`config.mk`:
```
export PLATFORM = sky130hd
export DESIGN_NAME = instr_fetch
export DESIGN_NICKNAME = d
export VERILOG_FILES = /design/src/rtl/instr_fetch.sv
export SDC_FILE = /design/constraint.sdc
export NUM_CORES = 1
export LEC_CHECK = 0
export CAP_MARGIN = 20
export CORE_AREA = 2 2 184 114
export CTS_BUF_LIST = sky130_fd_sc_hd__clkbuf_2
export DETAILED_ROUTE_END_ITERATION = 16
export DIE_AREA = 0 0 186 116
export GPL_TIMING_DRIVEN = 0
export SYNTH_ARGS = -nofsm -noshare
export SYNTH_HDL_FRONTEND = slang
export SYNTH_SLANG_ARGS = --single-unit
```
`constraint.sdc`:
```
create_clock -name clk -period 4.7 [get_ports clk]
set_input_delay 0.94 -clock clk [delete_from_list [all_inputs] [get_ports clk]]
set_output_delay 0.94 -clock clk [all_outputs]
set_load 0.01 [all_outputs]
```
`src/rtl/instr_fetch.sv`:
```
// IF stage: owns the PC, addresses instr_mem and fills the IF/ID register.
// Optional performance counters are enabled with `define IFETCH_PERF_EN.
module instr_fetch #(
    parameter logic [31:0] RESET_PC  = 32'h0000_0000,
    parameter logic [31:0] NOP_INSTR = 32'h0000_0013
) (
    input  logic        clk,
    input  logic        rst,
    output logic [31:0] imem_addr,
    input  logic [31:0] imem_rdata,
    input  logic        stall_f,
    input  logic        flush_d,
    input  logic        redirect_valid,
    input  logic [31:0] redirect_pc,
    output logic [31:0] if_id_instr,
    output logic [31:0] if_id_pc,
    output logic [31:0] if_id_pc_plus4,
    output logic        if_id_valid,
    output logic        halted
`ifdef IFETCH_PERF_EN
    ,
    output logic [31:0] perf_fetched,
    output logic [31:0] perf_bubbles
`endif
);

    typedef enum logic [1:0] {S_BOOT, S_RUN, S_HALT} state_t;
    typedef enum logic [2:0] {
        P_NONE, P_REDIRECT, P_MISALIGN, P_STALL, P_FLUSH, P_FETCH
    } path_t;

    state_t      r_state, w_state_nxt;
    path_t       w_path;
    logic [31:0] r_pc, w_pc_nxt, w_pc_plus4;
    logic [31:0] r_instr, w_instr_nxt;
    logic [31:0] r_ifpc, w_ifpc_nxt;
    logic [31:0] r_ifpc4, w_ifpc4_nxt;
    logic        r_valid, w_valid_nxt;

    assign w_pc_plus4 = r_pc + 32'd4;

    // Edge action for this cycle; only RUN ever selects one.
    always_comb begin
        w_path = P_NONE;
        if (r_state == S_RUN) begin
            if (redirect_valid && (redirect_pc[1:0] == 2'b00)) w_path = P_REDIRECT;
            else if (redirect_valid)                           w_path = P_MISALIGN;
            else if (stall_f)                                  w_path = P_STALL;
            else if (flush_d)                                  w_path = P_FLUSH;
            else                                               w_path = P_FETCH;
        end
    end

    always_comb begin
        // NOTE: every next-state value defaults to "hold" first so no latch is inferred.
        w_state_nxt = r_state;
        w_pc_nxt    = r_pc;
        w_instr_nxt = r_instr;
        w_ifpc_nxt  = r_ifpc;
        w_ifpc4_nxt = r_ifpc4;
        w_valid_nxt = r_valid;
        if (r_state == S_BOOT) w_state_nxt = S_RUN;
        unique case (w_path)
            P_REDIRECT: begin
                w_pc_nxt    = redirect_pc;
                w_instr_nxt = NOP_INSTR;
                w_valid_nxt = 1'b0;
            end
            P_MISALIGN: begin
                w_state_nxt = S_HALT;
                w_instr_nxt = NOP_INSTR;
                w_valid_nxt = 1'b0;
            end
            P_STALL: begin
                if (flush_d) begin
                    w_instr_nxt = NOP_INSTR;
                    w_valid_nxt = 1'b0;
                end
            end
            P_FLUSH: begin
                w_pc_nxt    = w_pc_plus4;
                w_instr_nxt = NOP_INSTR;
                w_valid_nxt = 1'b0;
            end
            P_FETCH: begin
                w_pc_nxt    = w_pc_plus4;
                w_instr_nxt = imem_rdata;
                w_ifpc_nxt  = r_pc;
                w_ifpc4_nxt = w_pc_plus4;
                w_valid_nxt = 1'b1;
            end
            default: ;
        endcase
    end

    // NOTE: sequential state uses non-blocking assignments only.
    always_ff @(posedge clk or posedge rst) begin
        if (rst) begin
            r_state <= S_BOOT;
            r_pc    <= RESET_PC;
            r_instr <= NOP_INSTR;
            r_ifpc  <= 32'd0;
            r_ifpc4 <= 32'd0;
            r_valid <= 1'b0;
        end else begin
            r_state <= w_state_nxt;
            r_pc    <= w_pc_nxt;
            r_instr <= w_instr_nxt;
            r_ifpc  <= w_ifpc_nxt;
            r_ifpc4 <= w_ifpc4_nxt;
            r_valid <= w_valid_nxt;
        end
    end

`ifdef IFETCH_PERF_EN
    logic [31:0] r_perf_fetched, r_perf_bubbles;

    always_ff @(posedge clk or posedge rst) begin
        if (rst) begin
            r_perf_fetched <= 32'd0;
            r_perf_bubbles <= 32'd0;
        end else begin
            if (w_path == P_FETCH) r_perf_fetched <= r_perf_fetched + 32'd1;
            if (w_path inside {P_REDIRECT, P_MISALIGN, P_STALL, P_FLUSH})
                r_perf_bubbles <= r_perf_bubbles + 32'd1;
        end
    end

    assign perf_fetched = r_perf_fetched;
    assign perf_bubbles = r_perf_bubbles;
`endif

    assign imem_addr      = r_pc;
    assign if_id_instr    = r_instr;
    assign if_id_pc       = r_ifpc;
    assign if_id_pc_plus4 = r_ifpc4;
    assign if_id_valid    = r_valid;
    assign halted         = (r_state == S_HALT);

endmodule

```
==> results.json, run 1 <==
{
  "postCtsSetupRepairBufs": 0,
  "crit_fanout": 7,
  "setup_viol": 0,
  "synth_top_area_cell": "dfrtp_1",
  "coreArea_sq_um": 19800,
  "synthesis.area_sq_um": 5840,
  "io_buffers": 197,
  "grt_pass1_wl_um": 30400,
  "tritoncts": "done",
  "max_freq_mhz": 359,
  "htree_levels": 4,
  "clk_transition_reported_paths_ns": 0.18,
  "antenna_found_initial": 1,
  "multi_input_area_sq_um": 2330,
  "finalNetCount": 872,
  "grt.total_usage": 0.190,
  "critPathBufInv": 1,
  "grt_overflow_total": 0,
  "regArea_sq_um": 3230,
  "end_kind": "output pin",
  "finalHoldViolations": 0,
  "hold_buffers": 0,
  "arrival_ns": 1.85,
  "status": "complete, no violations",
  "dieArea_sq_um": 21600,
  "ys_seq_elements": 129,
  "die_width_um": 186,
  "tns_ns": 0,
  "drt-initial-drc-count": 423,
  "grt_pass1_vias": 5154,
  "hold_class": "register to register",
  "grt_max_degree": 94,
  "relSlewSlack": 0.327,
  "drc_errors": 0,
  "rsz0062_at_grt": "false",
  "avgRoutedWirePerCell_um": 18.4,
  "crit_slowest_cell": "clkdlybuf4s50_1",
  "async_flop_share": 1.00,
  "syn_avg_cell_area_sq_um": 9.98,
  "synth_edf_count": 0,
  "placementRows": 40,
  "layout_min_cycle_time_ns": 2.79,
  "synth-seq-area-share": 0.554,
  "vias": 5272,
  "cts_inserted_buffers": 17,
  "max_stage_delay_ns": 0.60,
  "ys_types": 52,
  "crit_family": "buffers and inverters",
  "drv_cap": 0,
  "slew_viol_final": 0,
  "fill_cells": 1999,
  "initial_utilization": 0.295,
  "crit_path_start_kind": "register",
  "ir_drop_v": 0.000139,
  "place_congestion": 0.809,
  "p_int_mw": 1.94,
  "clock-sinks": 129,
  "combPwrFrac": 0.297,
  "pre_cts_ws_ns": 1.41,
  "holdWs_ns": 0.499,
  "clkPwrFrac": 0.209,
  "dr.pass1.iters": 5,
  "cts.repair.resized": 0,
  "tightestPinTransition_ns": 1.00,
  "dp_hpwl_um": 14700,
  "num_io_pins": 199,
  "cts_root_buf": "clkbuf_2",
  "worst_slack_ns": 1.91,
  "fin_crit_sh": 0.593,
  "crit_path_cell_trace": "clkdlybuf4s50_1",
  "clk_latency_ns": 0.68,
  "routed_wl_um": 20000,
  "drive_gt1_frac": 0.0798,
  "postSynthCellCount": 585,
  "ys.flop_type": "dfrtp_1",
  "fin_skew_ns": 0.0260,
  "clockBufferDepth": 2,
  "antenna_left": 0,
  "syn_nets": 655,
  "critical_path_class": "register to output pin",
  "syn2layout_area_growth_pct": 43.3,
  "cp_data_required_time_ns": 3.76,
  "leakage_nw": 3.62,
  "synth_top_area_frac": 0.540,
  "p_seq_frac": 0.494,
  "p_per_area_nw_per_um2": 345,
  "viasPerCell": 4.84,
  "ys.warnings.count": 0,
  "dieHeight_um": 116,
  "p_sw_mw": 0.946,
  "p_sw_frac": 0.328,
  "synth_top_cells_by_area": "dfrtp_1 54%, nand2_1 9.3%, a22o_1 4.5%, o21ai_0 4.0%, a221o_1 2.6%"
}
==> logic make-up (layout without fill, tap and decap cells) <==
family | after synthesis | after routing | synth area share
and+or+nand+nor | 241 | 241 | 0.201
DFF | 129 | 129 | 0.554
AOI/OAI and AO/OA | 128 | 128 | 0.154
buffers and inverters | 58 | 288 | 0.0471
xor gates and xnor gates | 28 | 28 | 0.0420
adders and majority gates | 1 | 1 | 0.00214
other | 0 | 1 | 0
==> worst paths after layout <==
check | slack, ns | to | depth (start not counted) | from
setup / recovery | 1.91 | imem_addr[2] | 1 | imem_addr[2]
hold / removal | 0.50 | if_id_pc_plus4[31] | 2 | if_id_pc_plus4[31]
setup reg to reg | 2.05 | imem_addr[22] | 6 | imem_addr[2]
hold reg to reg | 0.50 | if_id_pc_plus4[31] | 2 | if_id_pc_plus4[31]
max in group asynchronous | 3.28 | if_id_pc[1] | 3 | rst
min in group asynchronous | 0.58 | if_id_instr[14] | 2 | rst
==> cell usage in the layout (no fill, tap or decap), types with 14 or more instances in the layout <==
master	synthesis	layout
a221o_1	15	15
a22o_1	30	30
clkbuf_1	33	33
clkbuf_2	1	23
clkdlybuf4s50_1	0	197
dfrtp_1	126	126
nand2_1	145	145
nand3_1	19	19
nor2_1	14	14
o21ai_0	47	47
xor2_1	15	15
==> worst min-delay path: cells and delay by family (launching register included) <==
family | cells | cell delay [ns]
flops | 1 | 0.37
compound gates | 1 | 0.06
simple gates | 1 | 0.05
==> power by group through the flow <==
stage,registers [mW],clock network [mW],logic [mW]
after global routing,1.45,0.673,0.928
final,1.43,0.603,0.857
after global placement,1.45,0,0.854
after CTS,1.43,0.629,0.864
after detailed placement,1.44,0,0.861
after floorplan,1.49,0,0.300
==> synth_stat cells (6+ instances only) <==
cell        n
nand2_1   145
dfrtp_1   126
o21ai_0    47
clkbuf_1   33
a22o_1     30
nand3_1    19
a221o_1    15
xor2_1     15
nor2_1     14
nor3_1     13
xnor2_1    13
buf_2      12
a21o_1      8
a21oi_1     8
nand4_1     8
and3_1      6
or3_1       6
==> stage by stage <==
stage               power [mW]  cell area [sq um]  utilization  instances
floorplan                 1.79               5840            -        585
global placement          2.30               8150        0.412       1055
detailed placement        2.31               8180        0.414       1056
CTS                       2.92               8360        0.423       1088
global route              3.05               8360        0.423       1088
finish                    2.89               8370        0.423       1089
==> area by class of cell <==
cell class,instances,share of cell area
antenna,1,0.000299
buffer,53,0.0307
clock buffer,22,0.0132
clock inverter,10,0.00837
inverter,5,0.00284
multi-input combinational,398,0.279
sequential,129,0.386
tap,273,0.0408
timing repair buffer,198,0.239
==> flip-flops by register name (all words and copies together), names as in the netlist <==
| signal | flops |
|---|---|
| r_state | 2 |
| if_id_valid | 1 |
| if_id_instr | 32 |
| imem_addr | 32 |
| if_id_pc_plus4 | 30 |
| if_id_pc | 32 |
==> layer usage <==
layer	GRT usage	routed length, um	vias up
met1	0.287	9980	2548
met5	0	0	-
met4	0.0451	241	0
li1	-	-	2483
met3	0.0729	1950	19
met2	0.251	7870	222
No activity file was read; power rests on OpenSTA's default activity.
==> run 2, diff against run 1 <==
==> constraint.sdc (replaced) <==
create_clock -name clk -period 2.4 [get_ports clk]
set_input_delay 0.48 -clock clk [delete_from_list [all_inputs] [get_ports clk]]
set_output_delay 0.48 -clock clk [all_outputs]
set_load 0.01 [all_outputs]
==> results.json, run 2 (synthesized netlist as in run 1, its figures left out) <==
{
  "stdcell_area_sq_um": 8590,
  "grt.total_usage": 0.191,
  "clock-sinks": 129,
  "layout_min_cycle_time_ns": 2.25,
  "io_buffers": 197,
  "grt_overflow_total": 0,
  "max_freq_mhz": 444,
  "cts_root_buf": "clkbuf_2",
  "fin_crit_sh": 0.939,
  "coreArea_sq_um": 19800,
  "finalNetCount": 877,
  "routed_wl_um": 20100,
  "hold_class": "input pin to asynchronous set/reset pin",
  "rsz0062_at_grt": "false",
  "drc_errors": 0,
  "leakage_nw": 3.72,
  "pre_cts_ws_ns": -0.434,
  "place_congestion": 0.783,
  "vias": 5250,
  "layout_commonest_cell": "clkdlybuf4s50_1",
  "clockBufferDepth": 2,
  "tritoncts": "done",
  "p_int_mw": 4.35,
  "p_per_area_nw_per_um2": 729,
  "fin_skew_ns": 0.0363,
  "crit_path_cell_trace": "clkdlybuf4s50_1",
  "crit_fanout": 5,
  "grt_max_degree": 40,
  "dieArea_sq_um": 21600,
  "drt-initial-drc-count": 417,
  "arrival_ns": 1.77,
  "cp.depth": 1,
  "critical_path_class": "register to output pin",
  "p_sw_mw": 1.92,
  "antenna_found_initial": 0,
  "place_area_sq_um": 8220,
  "end_kind": "output pin",
  "combPwrFrac": 0.270,
  "status": "complete, no violations",
  "initial_utilization": 0.295,
  "p_sw_frac": 0.306,
  "reg2regPathDepth": 7,
  "grt_pass1_wl_um": 30600,
  "avgRoutedWirePerCell_um": 18.4,
  "viasPerCell": 4.80,
  "num_io_pins": 199,
  "drive_gt1_frac": 0.111,
  "max_stage_delay_ns": 0.63,
  "final_cell_mix": "196 x clkdlybuf4s50_1, 145 x nand2_1, 116 x dfrtp_1",
  "syn2layout_area_growth_pct": 47.2,
  "cts_inserted_buffers": 17,
  "critPathBufInv": 1,
  "dr.pass1.iters": 5,
  "placementRows": 40,
  "crit_family": "buffers and inverters",
  "clkPwrFrac": 0.283,
  "p_seq_frac": 0.447,
  "crit_path_start_kind": "register",
  "antenna_left": 0,
  "setup_viol": 0,
  "slew_viol_final": 0,
  "drv_cap": 0,
  "ir_drop_v": 0.000361,
  "htree_levels": 4,
  "fin_util": 0.435,
  "clk_transition_reported_paths_ns": 0.21,
  "tightestPinTransition_ns": 0.741,
  "dp_hpwl_um": 14900,
  "fill_cells": 1923,
  "antennaDiodeCount": 0,
  "holdWs_ns": 0.151,
  "clk_latency_ns": 0.68,
  "cp_data_required_time_ns": 1.92,
  "grt_pass1_vias": 5208,
  "relSlewSlack": 0.506,
  "crit_slowest_cell": "clkdlybuf4s50_1",
  "finalHoldViolations": 0,
  "worst_slack_ns": 0.146,
  "dieHeight_um": 116,
  "die_width_um": 186
}
-- run 2: cell types whose count changed in the layout (fill, tap and decap cells not counted), sizes merged --
cell	delta
buf	+5
bufinv	+5
clkbuf	-4
clkdlybuf4s50	-1
clkinv	-2
clkinvlp	+1
diode	-1
dlymetal6s2s	+1
-- run 2: area by class of cell --
type / instances / area [sq um] / share of cell area
plain buffers: 53 / 260 / 0.0303
inverters: 5 / 22.5 / 0.00262
clock inverters: 14 / 236 / 0.0275
multi-input cells: 398 / 2340 / 0.273
clock buffers: 18 / 90.1 / 0.0105
flip-flops and latches: 129 / 3240 / 0.377
repair buffers: 203 / 2060 / 0.239
well taps: 273 / 342 / 0.0397
-- run 2: power groups by stage --
stage          Clock, mW  Sequential, mW  Combinational [mW]
4_1_cts             1.82            2.79                1.70
3_3_place_gp           0            2.83                1.67
5_1_grt             1.93            2.86                1.83
6_report            1.77            2.80                1.69
3_5_place_dp           0            2.83                1.69
2_1_floorplan          0            2.92               0.589
-- run 2: layer usage --
metal  share of wire  track usage
met5               0            0
met2            0.39        0.255
met4           0.013       0.0493
met3           0.094       0.0625
met1            0.50        0.293
-- run 2: final timing paths --
kind	slack, ns	endpoint	start
setup / recovery	0.15	imem_addr[6]	imem_addr[6]
hold / removal	0.15	if_id_pc[9]	rst
setup reg to reg	0.15	imem_addr[16]	r_state[0]
hold reg to reg	0.50	r_state[1]	r_state[1]
max in group asynchronous	1.32	if_id_instr[1]	rst
min in group clk	0.23	r_state[0]	redirect_valid
-- run 2: repair_timing --
action | 4_1_cts | 5_1_grt
setup endpoints to repair | 13 | 51
setup buffers | 3 | 0
pin swaps | 1 | 0
gates resized for setup | 2 | 18
hold buffers | 0 | 0
-- run 2: per-stage QoR --
stage	std cells	setup TNS [ns]	power (mW)
2_1_floorplan	585	0	3.50
3_3_place_gp	1055	-153.35	4.50
3_5_place_dp	1058	-26.63	4.52
4_1_cts	1093	0	6.31
5_1_grt	1093	0	6.62
6_report	1093	0	6.27
